File: src/rtl/column_select_pkg.sv
// Shared constants and types for the column-select serial link (tx and rx sides).
// Latency: n/a (declarations only).
// Backpressure: n/a.
//
// BITS_PER_COLUMN : width of one 74HC595 stage in the chain
// SEL_BIT         : bit of each byte that selects its column (active low)
// EXTRA_BIT       : auxiliary bit carried in byte 0
// decode_state_t  : receiver decode tracker state
package column_select_pkg;

    localparam int BITS_PER_COLUMN = 8;
    localparam int SEL_BIT         = 0;
    localparam int EXTRA_BIT       = 1;

    typedef enum logic [1:0] {
        ST_IDLE  = 2'd0,    // no valid latch seen since reset
        ST_TRACK = 2'd1,    // last latch decoded to exactly one column
        ST_ERR   = 2'd2     // last latch did not decode to a single column
    } decode_state_t;

endpackage

File: src/rtl/column_select_rx_if.sv
// Serial pins of the column-select link as seen between transmitter and receiver.
// Latency: none (wires only).
// Backpressure: none; the link is a free-running shift interface.
//
// ser_clk      : shift clock, data sampled on its rising edge
// ser_data     : serial data, MSB of each byte first
// ser_stcp     : storage-latch strobe, latches on its rising edge
// ser_n_enable : output enable, active low
interface column_select_rx_if;

    logic ser_clk;
    logic ser_data;
    logic ser_stcp;
    logic ser_n_enable;

    // Transmitter drives the pins.
    modport master (
        output ser_clk,
        output ser_data,
        output ser_stcp,
        output ser_n_enable
    );

    // Receiver / monitor only observes them.
    modport slave (
        input ser_clk,
        input ser_data,
        input ser_stcp,
        input ser_n_enable
    );

endinterface

File: src/rtl/serial_edge_sync.sv
// Synchronizes one serial pin into clk and flags its rising edge.
// Latency: SYNC_STAGES clk to level, rise valid the same cycle level first goes high.
// Backpressure: none; every input transition is observed if phases last >= 2 clk.
//
// Ports: clk, rst_n (async, active low), din (raw pin),
//        level (synchronized pin), rise (one-cycle pulse on a 0->1 of level).
module serial_edge_sync #(
    parameter int SYNC_STAGES = 2
) (
    input  logic clk,
    input  logic rst_n,
    input  logic din,
    output logic level,
    output logic rise
);

    // Edges are only reported once the synchronizer pipeline holds genuine
    // post-reset samples and the previous-value flop has seen one of them.
    // Without this, a pin that is already high when reset releases would
    // ripple through the zero-preloaded flops and look like a fresh edge.
    localparam logic [2:0] FILL_DONE = 3'(SYNC_STAGES + 1);

    logic       prev;
    logic [2:0] fill_cnt;

    if (SYNC_STAGES == 0) begin : g_direct
        assign level = din;
    end else begin : g_sync
        logic [SYNC_STAGES-1:0] sync_q;

        always_ff @(posedge clk or negedge rst_n) begin
            if (!rst_n) begin
                sync_q <= '0;
            end else begin
                sync_q[0] <= din;
                for (int i = 1; i < SYNC_STAGES; i++) begin
                    sync_q[i] <= sync_q[i-1];
                end
            end
        end

        assign level = sync_q[SYNC_STAGES-1];
    end

    always_ff @(posedge clk or negedge rst_n) begin
        if (!rst_n) begin
            prev     <= 1'b0;
            fill_cnt <= 3'd0;
        end else begin
            prev <= level;
            if (fill_cnt != FILL_DONE) begin
                fill_cnt <= fill_cnt + 3'd1;
            end
        end
    end

    assign rise = level & ~prev & (fill_cnt == FILL_DONE);

endmodule

File: src/rtl/column_select_rx.sv
// Cycle-accurate receive model of the 74HC595 column-driver chain plus latch decoder.
// Latency: pin to q/bit_count/frame_error SYNC_STAGES+1 clk; decode outputs one clk after latch_pulse.
// Backpressure: none; the link cannot be stalled, inputs must meet the minimum phase width.
//
// Ports: clk, rst_n (async, active low), link (serial pins, slave modport),
//        q (storage register), q_oe (synchronized output enable), latch_pulse,
//        column_idx / column_valid / extra_bit (decoded latch image),
//        bit_count (shift edges since last latch, saturating), frame_error (sticky),
//        err_clear (synchronous clear of frame_error).
module column_select_rx
    import column_select_pkg::*;
#(
    parameter int CHAIN_LEN   = 2,
    parameter int SYNC_STAGES = 2,
    parameter int IDX_W       = (CHAIN_LEN > 1) ? $clog2(CHAIN_LEN) : 1
) (
    input  logic                                 clk,
    input  logic                                 rst_n,
    column_select_rx_if.slave                    link,
    output logic [BITS_PER_COLUMN*CHAIN_LEN-1:0] q,
    output logic                                 q_oe,
    output logic                                 latch_pulse,
    output logic [IDX_W-1:0]                     column_idx,
    output logic                                 column_valid,
    output logic                                 extra_bit,
    output logic [7:0]                           bit_count,
    output logic                                 frame_error,
    input  logic                                 err_clear
);

    localparam int N = BITS_PER_COLUMN * CHAIN_LEN;

    // ------------------------------------------------------------------
    // Pin synchronizers. All four paths use the same stage count so data
    // stays aligned with the shift clock edge that samples it.
    // ------------------------------------------------------------------
    logic sck_rise;
    logic stcp_rise;
    logic data_s;
    logic oe_s;
    logic sck_lvl_unused;
    logic stcp_lvl_unused;
    logic data_rise_unused;
    logic oe_rise_unused;

    serial_edge_sync #(.SYNC_STAGES(SYNC_STAGES)) u_sync_sck (
        .clk   (clk),
        .rst_n (rst_n),
        .din   (link.ser_clk),
        .level (sck_lvl_unused),
        .rise  (sck_rise)
    );

    serial_edge_sync #(.SYNC_STAGES(SYNC_STAGES)) u_sync_stcp (
        .clk   (clk),
        .rst_n (rst_n),
        .din   (link.ser_stcp),
        .level (stcp_lvl_unused),
        .rise  (stcp_rise)
    );

    serial_edge_sync #(.SYNC_STAGES(SYNC_STAGES)) u_sync_data (
        .clk   (clk),
        .rst_n (rst_n),
        .din   (link.ser_data),
        .level (data_s),
        .rise  (data_rise_unused)
    );

    // The enable is synchronized already inverted so the zero preload means
    // "outputs disabled"; q_oe cannot flash high while the pipeline fills.
    serial_edge_sync #(.SYNC_STAGES(SYNC_STAGES)) u_sync_oe (
        .clk   (clk),
        .rst_n (rst_n),
        .din   (~link.ser_n_enable),
        .level (oe_s),
        .rise  (oe_rise_unused)
    );

    // ------------------------------------------------------------------
    // Shift register, storage latch, bit counter and frame error.
    // ------------------------------------------------------------------
    logic [N-1:0] shift_q;
    logic         bad_frame;

    // A frame is good only if a whole number of bytes arrived. A saturated
    // count (255) is never a multiple of 8, so it is flagged as well.
    assign bad_frame = (bit_count == 8'd0) || (bit_count[2:0] != 3'd0);

    always_ff @(posedge clk or negedge rst_n) begin
        if (!rst_n) begin
            shift_q     <= '0;
            q           <= '0;
            q_oe        <= 1'b0;
            latch_pulse <= 1'b0;
            bit_count   <= 8'd0;
            frame_error <= 1'b0;
        end else begin
            q_oe        <= oe_s;
            latch_pulse <= stcp_rise;

            // Older bits move toward the MSB; after a full byte sr[0] holds column bit 0.
            if (sck_rise) begin
                shift_q <= {shift_q[N-2:0], data_s};
            end

            // On a coincident shift+latch, q takes the pre-shift register
            // (non-blocking read of shift_q), like a 595 with tied clocks.
            if (stcp_rise) begin
                q         <= shift_q;
                bit_count <= sck_rise ? 8'd1 : 8'd0;
            end else if (sck_rise && (bit_count != 8'hFF)) begin
                bit_count <= bit_count + 8'd1;
            end

            // A new error takes priority over a clear in the same cycle.
            if (stcp_rise && bad_frame) begin
                frame_error <= 1'b1;
            end else if (err_clear) begin
                frame_error <= 1'b0;
            end
        end
    end

    // ------------------------------------------------------------------
    // Latch decoder: find the single byte whose select bit is low.
    // ------------------------------------------------------------------
    logic             zero_seen;
    logic             zero_multi;
    logic [IDX_W-1:0] zero_idx;
    logic             one_zero;

    always_comb begin
        zero_seen  = 1'b0;
        zero_multi = 1'b0;
        zero_idx   = '0;
        for (int k = 0; k < CHAIN_LEN; k++) begin
            if (!q[k*BITS_PER_COLUMN + SEL_BIT]) begin
                if (zero_seen) begin
                    zero_multi = 1'b1;
                end
                zero_seen = 1'b1;
                zero_idx  = IDX_W'(k);
            end
        end
        one_zero = zero_seen & ~zero_multi;
    end

    // Decode tracker. latch_pulse is high in the first cycle q holds the new
    // image, so evaluating here makes the decoded outputs valid one clk later.
    decode_state_t state;

    always_ff @(posedge clk or negedge rst_n) begin
        if (!rst_n) begin
            state      <= ST_IDLE;
            column_idx <= '0;
            extra_bit  <= 1'b0;
        end else if (latch_pulse) begin
            extra_bit <= q[EXTRA_BIT];
            if (one_zero) begin
                column_idx <= zero_idx;
            end
            case (state)
                ST_IDLE:  state <= one_zero ? ST_TRACK : ST_ERR;
                ST_TRACK: state <= one_zero ? ST_TRACK : ST_ERR;
                ST_ERR:   state <= one_zero ? ST_TRACK : ST_ERR;
                default:  state <= ST_IDLE;
            endcase
        end
    end

    // column_valid is a direct decode of the registered state.
    assign column_valid = (state == ST_TRACK);

endmodule

File: src/flat_wrapper.sv
// flat-port wrapper written by rule: the top's interface ports become plain ports
module column_select_rx_flat import column_select_pkg::*;
#(
    parameter int CHAIN_LEN   = 2,
    parameter int SYNC_STAGES = 2,
    parameter int IDX_W       = (CHAIN_LEN > 1) ? $clog2(CHAIN_LEN) : 1
)
  (clk, rst_n, q, q_oe, latch_pulse, column_idx, column_valid, extra_bit, bit_count, frame_error, err_clear, link_ser_clk, link_ser_data, link_ser_stcp, link_ser_n_enable);
  column_select_rx_if link_i ();
  input  logic clk;
  input  logic rst_n;
  output logic [BITS_PER_COLUMN*CHAIN_LEN-1:0] q;
  output logic q_oe;
  output logic latch_pulse;
  output logic [IDX_W-1:0] column_idx;
  output logic column_valid;
  output logic extra_bit;
  output logic [7:0] bit_count;
  output logic frame_error;
  input  logic err_clear;
  input wire logic [$bits(link_i.ser_clk)-1:0] link_ser_clk;
  input wire logic [$bits(link_i.ser_data)-1:0] link_ser_data;
  input wire logic [$bits(link_i.ser_stcp)-1:0] link_ser_stcp;
  input wire logic [$bits(link_i.ser_n_enable)-1:0] link_ser_n_enable;
  assign link_i.ser_clk = link_ser_clk;
  assign link_i.ser_data = link_ser_data;
  assign link_i.ser_stcp = link_ser_stcp;
  assign link_i.ser_n_enable = link_ser_n_enable;
  column_select_rx #(.CHAIN_LEN(CHAIN_LEN), .SYNC_STAGES(SYNC_STAGES), .IDX_W(IDX_W)) u_core (.clk(clk), .rst_n(rst_n), .link(link_i), .q(q), .q_oe(q_oe), .latch_pulse(latch_pulse), .column_idx(column_idx), .column_valid(column_valid), .extra_bit(extra_bit), .bit_count(bit_count), .frame_error(frame_error), .err_clear(err_clear));
endmodule
File: config.mk
export PLATFORM = sky130hd
export DESIGN_NAME = column_select_rx_flat
export DESIGN_NICKNAME = d
export VERILOG_FILES = /design/src/rtl/column_select_pkg.sv /design/src/rtl/column_select_rx_if.sv /design/src/rtl/serial_edge_sync.sv /design/src/rtl/column_select_rx.sv /design/src/flat_wrapper.sv
export SDC_FILE = /design/constraint.sdc
export NUM_CORES = 1
export LEC_CHECK = 0
export CORE_MARGIN = 2
export CORE_UTILIZATION = 55
export CTS_CLUSTER_DIAMETER = 80
export CTS_CLUSTER_SIZE = 20
export DETAILED_ROUTE_END_ITERATION = 8
export PLACE_DENSITY = 0.8
export SLEW_MARGIN = 20
export SYNTH_ARGS = -nofsm -noshare
export SYNTH_HDL_FRONTEND = slang
export SYNTH_HIERARCHICAL = 1
export SYNTH_SLANG_ARGS = --single-unit
File: constraint.sdc
create_clock -name clk -period 1.9 [get_ports clk]
set_input_delay 0.38 -clock clk [delete_from_list [all_inputs] [get_ports clk]]
set_output_delay 0.38 -clock clk [all_outputs]
set_load 0.01 [all_outputs]
==> Word level (Yosys, flattened, before mapping) <==
Cells that the tools add are included.
{ "classes": {"bitwise_logic": 9, "mux": 11, "eq_ne": 7, "n_reduce_logical": 10, "add_sub_neg": 3} }
{ "op_table": {"columns": ["op", "n"], "rows": [
  ["two-way mux 8 bit", 2],
  ["adder 8 x 1 -> 8 bit (second input constant)", 1],
  ["zero test 8 bit", 1],
  ["!= test 8 bit (second input constant)", 1],
  ["two-way mux 1 bit", 7],
  ["adder 3 x 1 -> 3 bit (second input constant)", 2],
  ["equality test 3 x 2 -> 1 bit (second input constant)", 2],
  ["!= test 3 x 2 -> 1 bit (second input constant)", 2],
  ["AND 1 bit", 5],
  ["two-way mux 2 bit", 2],
  ["inverter 1 bit", 4],
  ["nonzero test 2 bit", 2],
  ["nonzero test 3 bit", 1],
  ["OR reduction 3 bit", 1],
  ["equality test 2 x 1 -> 1 bit (second input constant)", 1],
  ["equality test 2 bit (second input constant)", 1],
  ["logical AND 1 bit", 2],
  ["zero test 2 bit", 1],
  ["AND reduction 2 bit", 1],
  ["logical OR 1 bit", 1]
]} }
{ "totals": {"reg_bits": 63} }

==> Depth between registers and ports, before layout <==
{ "depth": {"ltp_word": 6, "depth_mapped": 8, "mapped_depth_nobuf": 6} }

==> By module <==
The synthesis kept the hierarchy.
{ "modules_own_cells": {"columns": ["module", "seq_area_each_um2", "area_per_inst_um2", "instances", "cells_each"], "rows": [
  ["column_select_rx", 1176.1, 1958.1, 1, 147],
  ["serial_edge_sync", 150.1, 222.7, 4, 13]
]} }

==> Worst setup path after synthesis <==
OpenSTA, ideal clock, no wires.
{ "synth_timing": {"path_kind": "flip-flop to flip-flop", "startpoint": "reg u_core.u_sync_stcp.fill_cnt[0]", "endpoint": "reg u_core.q[10]", "path_stages_with_launch": 7, "t_arrival_ns": 1.647, "slack_ns": 0.129, "required_ns": 1.775, "path_cell_list": "dfrtp_1 -> ha_1 -> ha_1 -> and3b_2 -> buf_2 -> buf_2 -> mux2_2"} }
{ "synth_between": {"elab_chain_len": 2} }
{ "synth_lines": {"columns": ["element", "line", "rtl"], "rows": [
  ["start, declared", "serial_edge_sync.sv:24", "logic [2:0] fill_cnt;"],
  ["start signal, assigned", "serial_edge_sync.sv:52", "fill_cnt <= fill_cnt + 3'd1;"],
  ["equality test 3 x 2 -> 1 bit", "serial_edge_sync.sv:57", "assign rise = level & ~prev & (fill_cnt == FILL_DONE);"],
  ["AND 1 bit", "serial_edge_sync.sv:57", null],
  ["named net u_core.stcp_rise", "column_select_rx.sv:38", "logic stcp_rise;"],
  ["end signal, assigned", "column_select_rx.sv:110", "q <= shift_q;"],
  ["end, declared", "column_select_rx.sv:20", "output logic [BITS_PER_COLUMN*CHAIN_LEN-1:0] q,"]
]} }
The timed path passes the listed nets, and every way through them passes these cells.
A chain may end at the register's enable or synchronous reset.

==> Final worst setup path <==
{ "layout_timing": {"startpoint": "reg u_core.u_sync_sck.fill_cnt[0]", "endpoint": "reg u_core.bit_count[3]"} }
{ "layout_between": {"elab_chain_len": 4} }
{ "layout_lines": {"columns": ["element", "line", "rtl"], "rows": [
  ["start, declared", "serial_edge_sync.sv:24", null],
  ["start signal, assigned", "serial_edge_sync.sv:52", null],
  ["equality test 3 x 2 -> 1 bit", "serial_edge_sync.sv:57", null],
  ["AND 1 bit", "serial_edge_sync.sv:57", null],
  ["named net u_core.sck_rise", "column_select_rx.sv:37", "logic sck_rise;"],
  ["logical AND 1 bit", "column_select_rx.sv:112", "end else if (sck_rise && (bit_count != 8'hFF)) begin"],
  ["nonzero test 2 bit (no line)", null, null],
  ["end signal, assigned", "column_select_rx.sv:111", "bit_count <= sck_rise ? 8'd1 : 8'd0;"],
  ["end signal, assigned", "column_select_rx.sv:113", "bit_count <= bit_count + 8'd1;"],
  ["end, declared", "column_select_rx.sv:26", "output logic [7:0] bit_count,"]
]} }
The timed path passes the listed nets, and every way through them passes these cells.

==> flow_metrics.py <==
metrics = {
    "run_status": {
        "run_status": "completed",
    },
    "setup_path": {
        "worst-path-buf-inv": 0,
        "cpMostUsedCell": "ha_1",
        "largest_fanout_on_the_critical_path": 5,
        "critical_path.cell_chain": "ha_1, ha_1, and3b_2, nand4_1, a21oi_1, mux2_2",
        "cp_delay_by_family_top": "simple AND/OR/NAND/NOR gates",
        "worst_ep_required_time_ns": 2.12,
        "cp_slowest_stage_delay_ns": 0.38,
        "worst-setup-path-type": "reg -> reg",
        "worstSetupStartpointType": "register",
        "critical_path.endpoint_type": "register",
        "critical_path_at_ns": 2.03,
        "cpMaxStageDelayCell": "dfrtp_1",
    },
    "power": {
        "total_leakage_power_nw": 1.444,
        "vdd_drop_max_v": 0.0008149,
        "power_density_nw_per_um2": 1254,
    },
    "cells_and_area": {
        "fillers": 293,
        "multi_input_comb_area_um2": 869.6,
        "mostFrequentLayoutCells": "63 x dfrtp_1, 35 x clkdlybuf4s50_1, 34 x mux2_2, 10 x clkbuf_8, 9 x inv_1",
        "register_area_um2": 1577,
        "finish.net_count": 240,
        "final_common_cell": "dfrtp_1",
        "flow.area_growth_from_synthesis_pct": 26.64,
        "n_antenna_cell": 0,
        "final_cell_area_um2": 3171,
        "final_layout_size_suffix_gt1_frac": 0.2802,
    },
    "timing": {
        "timing.fmax_mhz": 552.3,
        "finalHoldViolations": 0,
        "finalSetupViolCount": 0,
        "skew_ns": 0.007868,
        "finalCriticalPeriod_ns": 1.811,
        "grt_setup_unrepaired": "false",
        "max_slew_margin_vs_limit": 0.7225,
        "timing_worst_slew_pin_value_ns": 0.4152,
        "post-route-period-util": 0.9530,
        "finalSetupTns_ns": 0,
        "total_count_of_max_transition_violations_in_the_final_report": 0,
    },
    "grt": {
        "gr_util_met1": 0.2606,
        "gr-usage-met2": 0.3066,
        "antenna_found_initial": 0,
        "grt.total_usage": 0.1988,
        "first_global_vias": 1688,
        "grt_max_degree": 64,
        "globalRouteMet3Util": 0.06048,
        "grt.overflow.total": 0,
        "grt_pass1_wl_mm": 7.803,
        "grt_most_used_layer": "met2",
    },
    "detailed_routing": {
        "ant_nets": 0,
        "drt-wirelength-per-cell_um": 15.73,
        "drt_iter0_drc": 123,
        "finalWirelength_mm": 4.467,
        "detailroute.via_count": 1584,
        "detail_route.drc_violations": 0,
        "detailedRoute.firstPassIterationCount": 4,
        "post_drt_via_cell_ratio": 5.577,
    },
    "cts": {
        "clock_tree_from_tritoncts": "yes",
        "postCtsHoldBufs": 0,
        "clkSinkCount": 63,
        "clkLatencyLatePin_ns": 0.33,
        "max-clock-path-buffers": 2,
        "ctsHtreeMaxLevel": 3,
        "clock_tree.root_cell": "clkbuf_8",
        "cts-buffers-inserted": 9,
        "clock_slew_at_the_register_clock_pins_of_the_worst_setup_and_hold_paths_ns": 0.07,
    },
    "synthesis": {
        "syn-mean-instance-area_um2": 14.14,
        "mappedNetlistNets": 190,
        "post_synth_inst_count": 177,
        "yosysWarningCount": 6,
        "synth.cell_area_um2": 2504,
    },
    "min_path": {
        "min_path_type": "in -> async",
    },
    "place": {
        "gp_congestion": 0.8518,
        "detailed_place_hpwl_mm": 2.996,
        "io_buffers": 36,
        "placement.cell_area_um2": 2972,
    },
    "floorplanning": {
        "design.core.area_um2": 4384,
        "fp.dieArea_um2": 5108,
        "chipWidth_um": 71.47,
        "rows": 24,
        "pin_count": 37,
        "die_h_um": 71.47,
        "initial_core_util": 0.5711,
    },
    "flow_run": {
        "max_cap_viol_count": 0,
    },
}
==> sequential cells by signal, summed over array words and instances, names as in the netlist <==
register                          cells
u_core/frame_error                    1
u_core/q                             16
u_core/bit_count                      8
u_core/q_oe                           1
u_core/u_sync_sck/fill_cnt            3
u_core/u_sync_oe/g_sync.sync_q        2
u_core/u_sync_stcp/fill_cnt           3
u_core/state                          2
u_core/latch_pulse                    1
u_core/extra_bit                      1
u_core/u_sync_data/g_sync.sync_q      2
u_core/column_idx                     1
u_core/u_sync_sck/prev                1
u_core/u_sync_stcp/g_sync.sync_q      2
u_core/shift_q                       16
u_core/u_sync_stcp/prev               1
u_core/u_sync_sck/g_sync.sync_q       2
==> timing repair <==
action,in CTS,in global routing
buffers inserted,0,0
gates resized for setup,0,1
endpoints found under the setup margin,0,1
==> layout make-up <==
class                   count  share of cell area
clock buffers              10             0.04341
repair buffers             44              0.1350
flip-flops and latches     63              0.4972
well taps                  52             0.02052
clock inverters             6             0.01894
inverters                   9             0.01066
multi-input cells         100              0.2743
==> path summary, 6_finish.rpt <==
kind,start,endpoint,slack [ns],cells past startpoint
worst max-delay path,u_core/u_sync_sck/fill_cnt[0],u_core/bit_count[3],0.09,6
worst min-delay path,rst_n,u_core/bit_count[1],0.04,2
worst max register to register,u_core/u_sync_sck/fill_cnt[0],u_core/bit_count[3],0.09,6
worst min register to register,u_core/u_sync_sck/g_sync.sync_q[0],u_core/u_sync_sck/g_sync.sync_q[1],0.35,0
max in group asynchronous,rst_n,u_core/q[3],1.58,2
min in group clk,u_core/u_sync_sck/g_sync.sync_q[0],u_core/u_sync_sck/g_sync.sync_q[1],0.35,0
==> stage by stage <==
| step | std cells | hold slack [ns] | setup WS (ns) | utilization | total power [mW] |
|---|---|---|---|---|---|
| floorplan | 177 | 0.08441 | 0.1286 | - | 2.340 |
| global placement | 268 | 0.3329 | 0.1941 | 0.6778 | 2.820 |
| detailed placement | 268 | 0.3395 | 0.1415 | 0.6778 | 2.870 |
| CTS | 284 | 0.05014 | 0.09259 | 0.7229 | 4.028 |
| global route | 284 | 0.06871 | 0.03689 | 0.7232 | 4.198 |
| finish | 284 | 0.04482 | 0.08935 | 0.7232 | 3.977 |
==> power by group <==
part / total (mW) / internal, mW / switching (mW) / leakage (nW)
combinational: 0.922 / 0.590 / 0.332 / 0.571
clock: 1.13 / 0.634 / 0.501 / 0.0981
sequential: 1.92 / 1.68 / 0.239 / 0.775
==> routing by layer <==
metal  wire [um]  share of wire
met1        1940           0.43
met2        2240           0.50
met3         208          0.047
met4          78          0.017
met5           0              0
Note: power is estimated with default switching activity, not from simulation.
==> RTL change 1 (config.mk and constraints unchanged) <==
The 3 states of `decode_state_t` get a one-hot encoding in 3 bits.
--- a/src/rtl/column_select_pkg.sv
+++ b/src/rtl/column_select_pkg.sv
@@ -13,8 +13,8 @@
     localparam int EXTRA_BIT       = 1;
 
-    typedef enum logic [1:0] {
-        ST_IDLE  = 2'd0,    // no valid latch seen since reset
-        ST_TRACK = 2'd1,    // last latch decoded to exactly one column
-        ST_ERR   = 2'd2     // last latch did not decode to a single column
+    typedef enum logic [2:0] {
+        ST_IDLE  = 3'b001,    // no valid latch seen since reset
+        ST_TRACK = 3'b010,    // last latch decoded to exactly one column
+        ST_ERR   = 3'b100     // last latch did not decode to a single column
     } decode_state_t;
 
Behaviour: no difference found for any inputs over 10 cycles, from zero or initial values and one cycle with rst_n low; not proved beyond that.
==> RTL change 1 against the original RTL <==
Total power shrank 0.84%; maximum frequency grew 0.30%; sequential cell count grew 1; sequential share of layout area grew 0.69 points; critical path type unchanged; largest power group unchanged; final area grew 0.36%; worst setup slack gained 0.0055 ns; wire length grew 1.9%; largest cell class unchanged; synthesized area grew 3.5%.
==> RTL change 1: results (changes against the original RTL) <==
- The flow ran to the end, and the final reports show no timing, DRC or antenna violations.
- The number of DRC violations after detailed-routing iteration 0 came to 93 (-24%).
- The peak fanout along the critical path is 4 (-1).
- The final RePlAce weighted congestion is 0.749 (-12%).
- The fraction of final layout cells sized beyond drive strength 1 came to 27.7% (-0.31 points).
- The initial antenna violation count is 0 (unchanged).
- The largest registers in the layout are u_core/q x16, u_core/shift_q x16, u_core/bit_count x8.
- In this run the worst hold path is classified as in2async.
- The worst register-to-register path begins at u_core/u_sync_sck/fill_cnt[0].
- The count of vias placed by the detailed router was 1589 (+0.32%).
- The global-route met1 utilization is 25.7% (-0.37 points).
- The endpoint arrival time on the critical path came to 2.01 ns (-0.02 ns).
- The global-route wire length before repair is 7870 µm (+0.81%).
- The layout net count came to 239 (-0.42%).
- The worst register-to-register path has a setup slack of 0.09 ns.
- The overall track demand over capacity in global routing is 19.9% (about the same).
- The via count of the first global-routing pass is 1647 (-2.4%).
- The fmax came to 554 MHz (+0.30%).
- The worst clock skew was 0.00907 ns (+0.00120 ns).
- The cell area reported after detailed placement is 3000 µm² (+0.93%).
- The total leakage power is 1.44 nW (about the same).
- The net switching share of the total power came to 28.2% (+1.2 points).
- The detailed placement HPWL is 3020 µm (+0.85%).
- The pin count of the biggest net entering global routing was 65 (+1.6%).
- The reg-to-reg endpoint is u_core/bit_count[5].
- The worst IR drop on VDD came to 838 µV (+2.8%).
- The antenna diode count came to 0 (unchanged).
- The insertion delay of the later-clocked pin in the worst-skew pair is 0.33 ns (about the same).
- The cell sitting at the root of the clock tree is a clkbuf_8.
- The relative slew slack is 72.5% (+0.23 points).
- The number of H-tree levels is 3 (unchanged).
- The wire length reported by the detailed router is 4550 µm (+1.9%).
- The count of input and output buffers came to 36 (unchanged).
- After clock tree synthesis, the clock-pin slew on the worst setup and hold paths is about 0.060 ns.
- The total nets after synthesis was 195 (+2.6%).
- The CTS buffer count came to 9 (unchanged).
- The routing usage on met2 came to 31.6% (+0.96 points).
- The met3 track utilization from global routing is 6.91% (+0.86 points).
- The length of the first detailed-routing pass in iterations was 6 (+2).
- The number of cells on the worst reg-to-reg path is 6 (unchanged).
-- RTL change 1: metal layers --
| metal | routed length (µm) | vias up |
|---|---|---|
| met1 | 2010 | 811 |
| met4 | 29 | 0 |
| met5 | 0 | - |
| met3 | 202 | 5 |
| li1 | - | 730 |
| met2 | 2310 | 43 |
-- RTL change 1: cell type report --
type | instances | area (µm²)
multi-input combinational | 104 | 928
fill | 297 | 1260
timing repair buffer | 39 | 389
tap | 52 | 65.1
clock inverter | 4 | 20.0
inverter | 8 | 30.0
clock buffer | 12 | 145
sequential | 64 | 1600
-- RTL change 1: worst max path at each step --
| stage | endpoint | slack, ns | cells after the start | start |
|---|---|---|---|---|
| 2_1_floorplan | u_core/bit_count[5] | 0.04 | 7 | u_core/u_sync_sck/fill_cnt[0] |
| 6_report | u_core/bit_count[5] | 0.09 | 6 | u_core/u_sync_sck/fill_cnt[0] |
| 5_1_grt | u_core/bit_count[5] | 0.02 | 6 | u_core/u_sync_sck/fill_cnt[0] |
| 3_5_place_dp | u_core/bit_count[5] | 0.009 | 6 | u_core/u_sync_sck/fill_cnt[0] |
| 4_1_cts | u_core/bit_count[5] | 0.004 | 6 | u_core/u_sync_sck/fill_cnt[0] |
| 3_3_place_gp | u_core/bit_count[5] | 0.15 | 6 | u_core/u_sync_sck/fill_cnt[0] |
-- RTL change 1: worst max-delay path: stages, from the launching register on --
cell     delay (ns)
dfrtp_1        0.37
ha_2           0.21
ha_4           0.16
and3b_2        0.20
and4_4         0.25
nand4_1        0.13
mux2_1         0.36
-- RTL change 1: through the flow --
stage / setup slack [ns] / std cells / hold WS, ns
floorplan: 0.0419 / 182 / 0.0844
CTS: 0.00354 / 283 / 0.0624
global route: 0.0153 / 283 / 0.0722
global placement: 0.147 / 267 / 0.333
detailed placement: 0.00871 / 267 / 0.337
finish: 0.0948 / 283 / 0.0462
-- RTL change 1: power groups by stage --
stage | registers, mW | logic [mW] | clock network (mW)
after floorplan | 2.01 | 0.452 | 0
after global placement | 1.98 | 0.948 | 0
after detailed placement | 2.00 | 0.993 | 0
after CTS | 1.98 | 0.993 | 1.01
after global routing | 2.04 | 1.07 | 1.06
final | 1.98 | 0.981 | 0.978
-- RTL change 1: timing repair --
item,in CTS,in global routing
buffers inserted,0,0
hold buffers,0,0
setup endpoints to repair,1,20
resized for setup,1,5
==> RTL change 2 (config.mk and constraints unchanged) <==
Made on the original files. `SYNC_STAGES` is set to 2 in 3 places; all go to 4.
--- a/src/rtl/serial_edge_sync.sv
+++ b/src/rtl/serial_edge_sync.sv
@@ -6,5 +6,5 @@
 //        level (synchronized pin), rise (one-cycle pulse on a 0->1 of level).
 module serial_edge_sync #(
-    parameter int SYNC_STAGES = 2
+    parameter int SYNC_STAGES = 4
 ) (
     input  logic clk,
--- a/src/rtl/column_select_rx.sv
+++ b/src/rtl/column_select_rx.sv
@@ -12,5 +12,5 @@
 #(
     parameter int CHAIN_LEN   = 2,
-    parameter int SYNC_STAGES = 2,
+    parameter int SYNC_STAGES = 4,
     parameter int IDX_W       = (CHAIN_LEN > 1) ? $clog2(CHAIN_LEN) : 1
 ) (
--- a/src/flat_wrapper.sv
+++ b/src/flat_wrapper.sv
@@ -3,5 +3,5 @@
 #(
     parameter int CHAIN_LEN   = 2,
-    parameter int SYNC_STAGES = 2,
+    parameter int SYNC_STAGES = 4,
     parameter int IDX_W       = (CHAIN_LEN > 1) ? $clog2(CHAIN_LEN) : 1
 )
Check against the original RTL: not equivalent (a bounded check fails within 4 cycles, from zero or initial values and one cycle with rst_n low).
==> RTL change 2 against the original RTL <==
Total power is 7.7% higher; utilization increased by 0.87 points; wire length is 1.9% higher; largest power group unchanged; highest routed layer unchanged; worst setup slack better by 0.011 ns; clock skew increased by 0.00051 ns; synthesized area rose by 8.7%; final area up 9.7%; sequential cell count is 8 higher; via count rose by 4.2%; sequential share of layout area rose by 1.3 points; maximum frequency grew 0.59%.
==> RTL change 2: results (changes against the original RTL) <==
- The endpoint arrival time on the critical path is 1.42 ns (-0.61 ns).
- The global-route wire length before repair came to 7430 µm (-4.8%).
- The actual slew at the worst max-slew pin is 0.525 ns (+0.110 ns).
- The type of the worst min-delay path is in2async.
- In the final layout, the registers with the most flip-flops are u_core/q x16, u_core/shift_q x16, u_core/bit_count x8.
- After clock tree synthesis, the clock-pin slew on the worst setup and hold paths is 0.08 ns.
- The worst clock skew is 0.00838 ns (+0.000510 ns).
- The fraction of final layout cells sized beyond drive strength 1 was 26.6% (-1.4 points).
- The antenna diode count is 0 (unchanged).
- The layout net count is 252 (+5.0%).
- The worst slack at placement came to 0.103 ns (-0.0388 ns).
- The total leakage power came to 1.54 nW (+6.5%).
- The wire length reported by the detailed router is 4550 µm (+1.9%).
- The average footprint of a synthesized cell is 14.2 µm² (+0.73%).
- The via count of the first global-routing pass was 1571 (-6.9%).
- The peak fanout along the critical path came to 3 (-2).
- The number of H-tree levels is 3 (unchanged).
- The overall track demand over capacity in global routing is 18.6% (-1.2 points).
- The number of inserted filler cells in the final layout is 328 (+12%).
- The insertion delay of the later-clocked pin in the worst-skew pair is 0.33 ns (about the same).
- The final worst slack is 0.0999 ns (+0.0105 ns).
- The detailed placement HPWL was 2970 µm (-0.92%).
- The number of DRC violations after detailed-routing iteration 0 is 94 (-24%).
- The cell at the root of the clock tree is clkbuf_8.
- The cell area reported after detailed placement is 3220 µm² (+8.3%).
- The maximum buffer depth of the clock tree is 2 (unchanged).
- The total nets after synthesis is 204 (+7.4%).
- The initial antenna violation count is 0 (unchanged).
- The count of yosys warnings during synthesis was 6 (unchanged).
- The count of vias placed by the detailed router was 1651 (+4.2%).
- The final RePlAce weighted congestion is 0.812 (-4.7%).
- The worst IR drop on VDD is 789 µV (-3.2%).
- The final instance count without filler cells is 311 (+9.5%).
- The flow ran to the end, and the final reports show no timing, DRC or antenna violations.
- The number of instances in the placed design is 294 (+9.7%).
- The pin count of the biggest net entering global routing is 30 (-53%).
RTL change 2: cell type report:
class / instances / share of cell area, %
multi-input cells: 106 / 26.3
inverters: 9 / 0.971
flip-flops and latches: 71 / 51.1
well taps: 67 / 2.41
repair buffers: 42 / 12.6
clock inverters: 5 / 2.30
clock buffers: 11 / 4.35
RTL change 2: timing repair:
action | in CTS | in global routing
hold buffers | 0 | 0
gates resized for setup | 0 | 6
endpoints found under the setup margin | 0 | 5
setup buffers | 0 | 1
hold endpoints to repair | 0 | 0
RTL change 2: worst paths after layout:
check / start / to
worst min-delay path: rst_n / u_core/shift_q[9]
worst max-delay path: u_core/state[1] / column_valid
worst min register to register: u_core/u_sync_oe/g_sync.sync_q[3] / u_core/q_oe
max in group asynchronous: rst_n / u_core/q[13]
min in group clk: u_core/u_sync_oe/g_sync.sync_q[3] / u_core/q_oe
worst max register to register: u_core/u_sync_sck/fill_cnt[0] / u_core/bit_count[3]
RTL change 2: metal layers:
layer  global-route usage (%)  routed length (µm)  vias up
met3                     4.61                 206        4
li1                         -                   -      766
met5                        0                   0        -
met1                     24.7                2050      839
met2                     28.7                2240       42
met4                     10.3                  59        0
RTL change 2: where the power goes:
part	total, mW	switching (mW)	internal, mW	leakage (nW)
registers	2.07	0.227	1.84	0.870
clock network	1.34	0.529	0.808	0.112
logic	0.879	0.314	0.565	0.557
total	4.28	1.07	3.21	1.54
RTL change 2: worst max-delay path: stages, from the launching register on:
cell and delay [ns]:
dfrtp_1 0.40, nor2b_1 0.13, clkdlybuf4s50_1 0.56
RTL change 2: stage by stage:
step / setup TNS, ns / hold slack, ns / utilization (%)
final: 0 / 0.0220 / 73.2
after global routing: -0.0588 / 0.0451 / 73.2
after global placement: 0 / 0.332 / 67.7
after CTS: 0 / 0.0219 / 72.5
after detailed placement: 0 / 0.335 / 67.7
after floorplan: 0 / 0.0844 / -
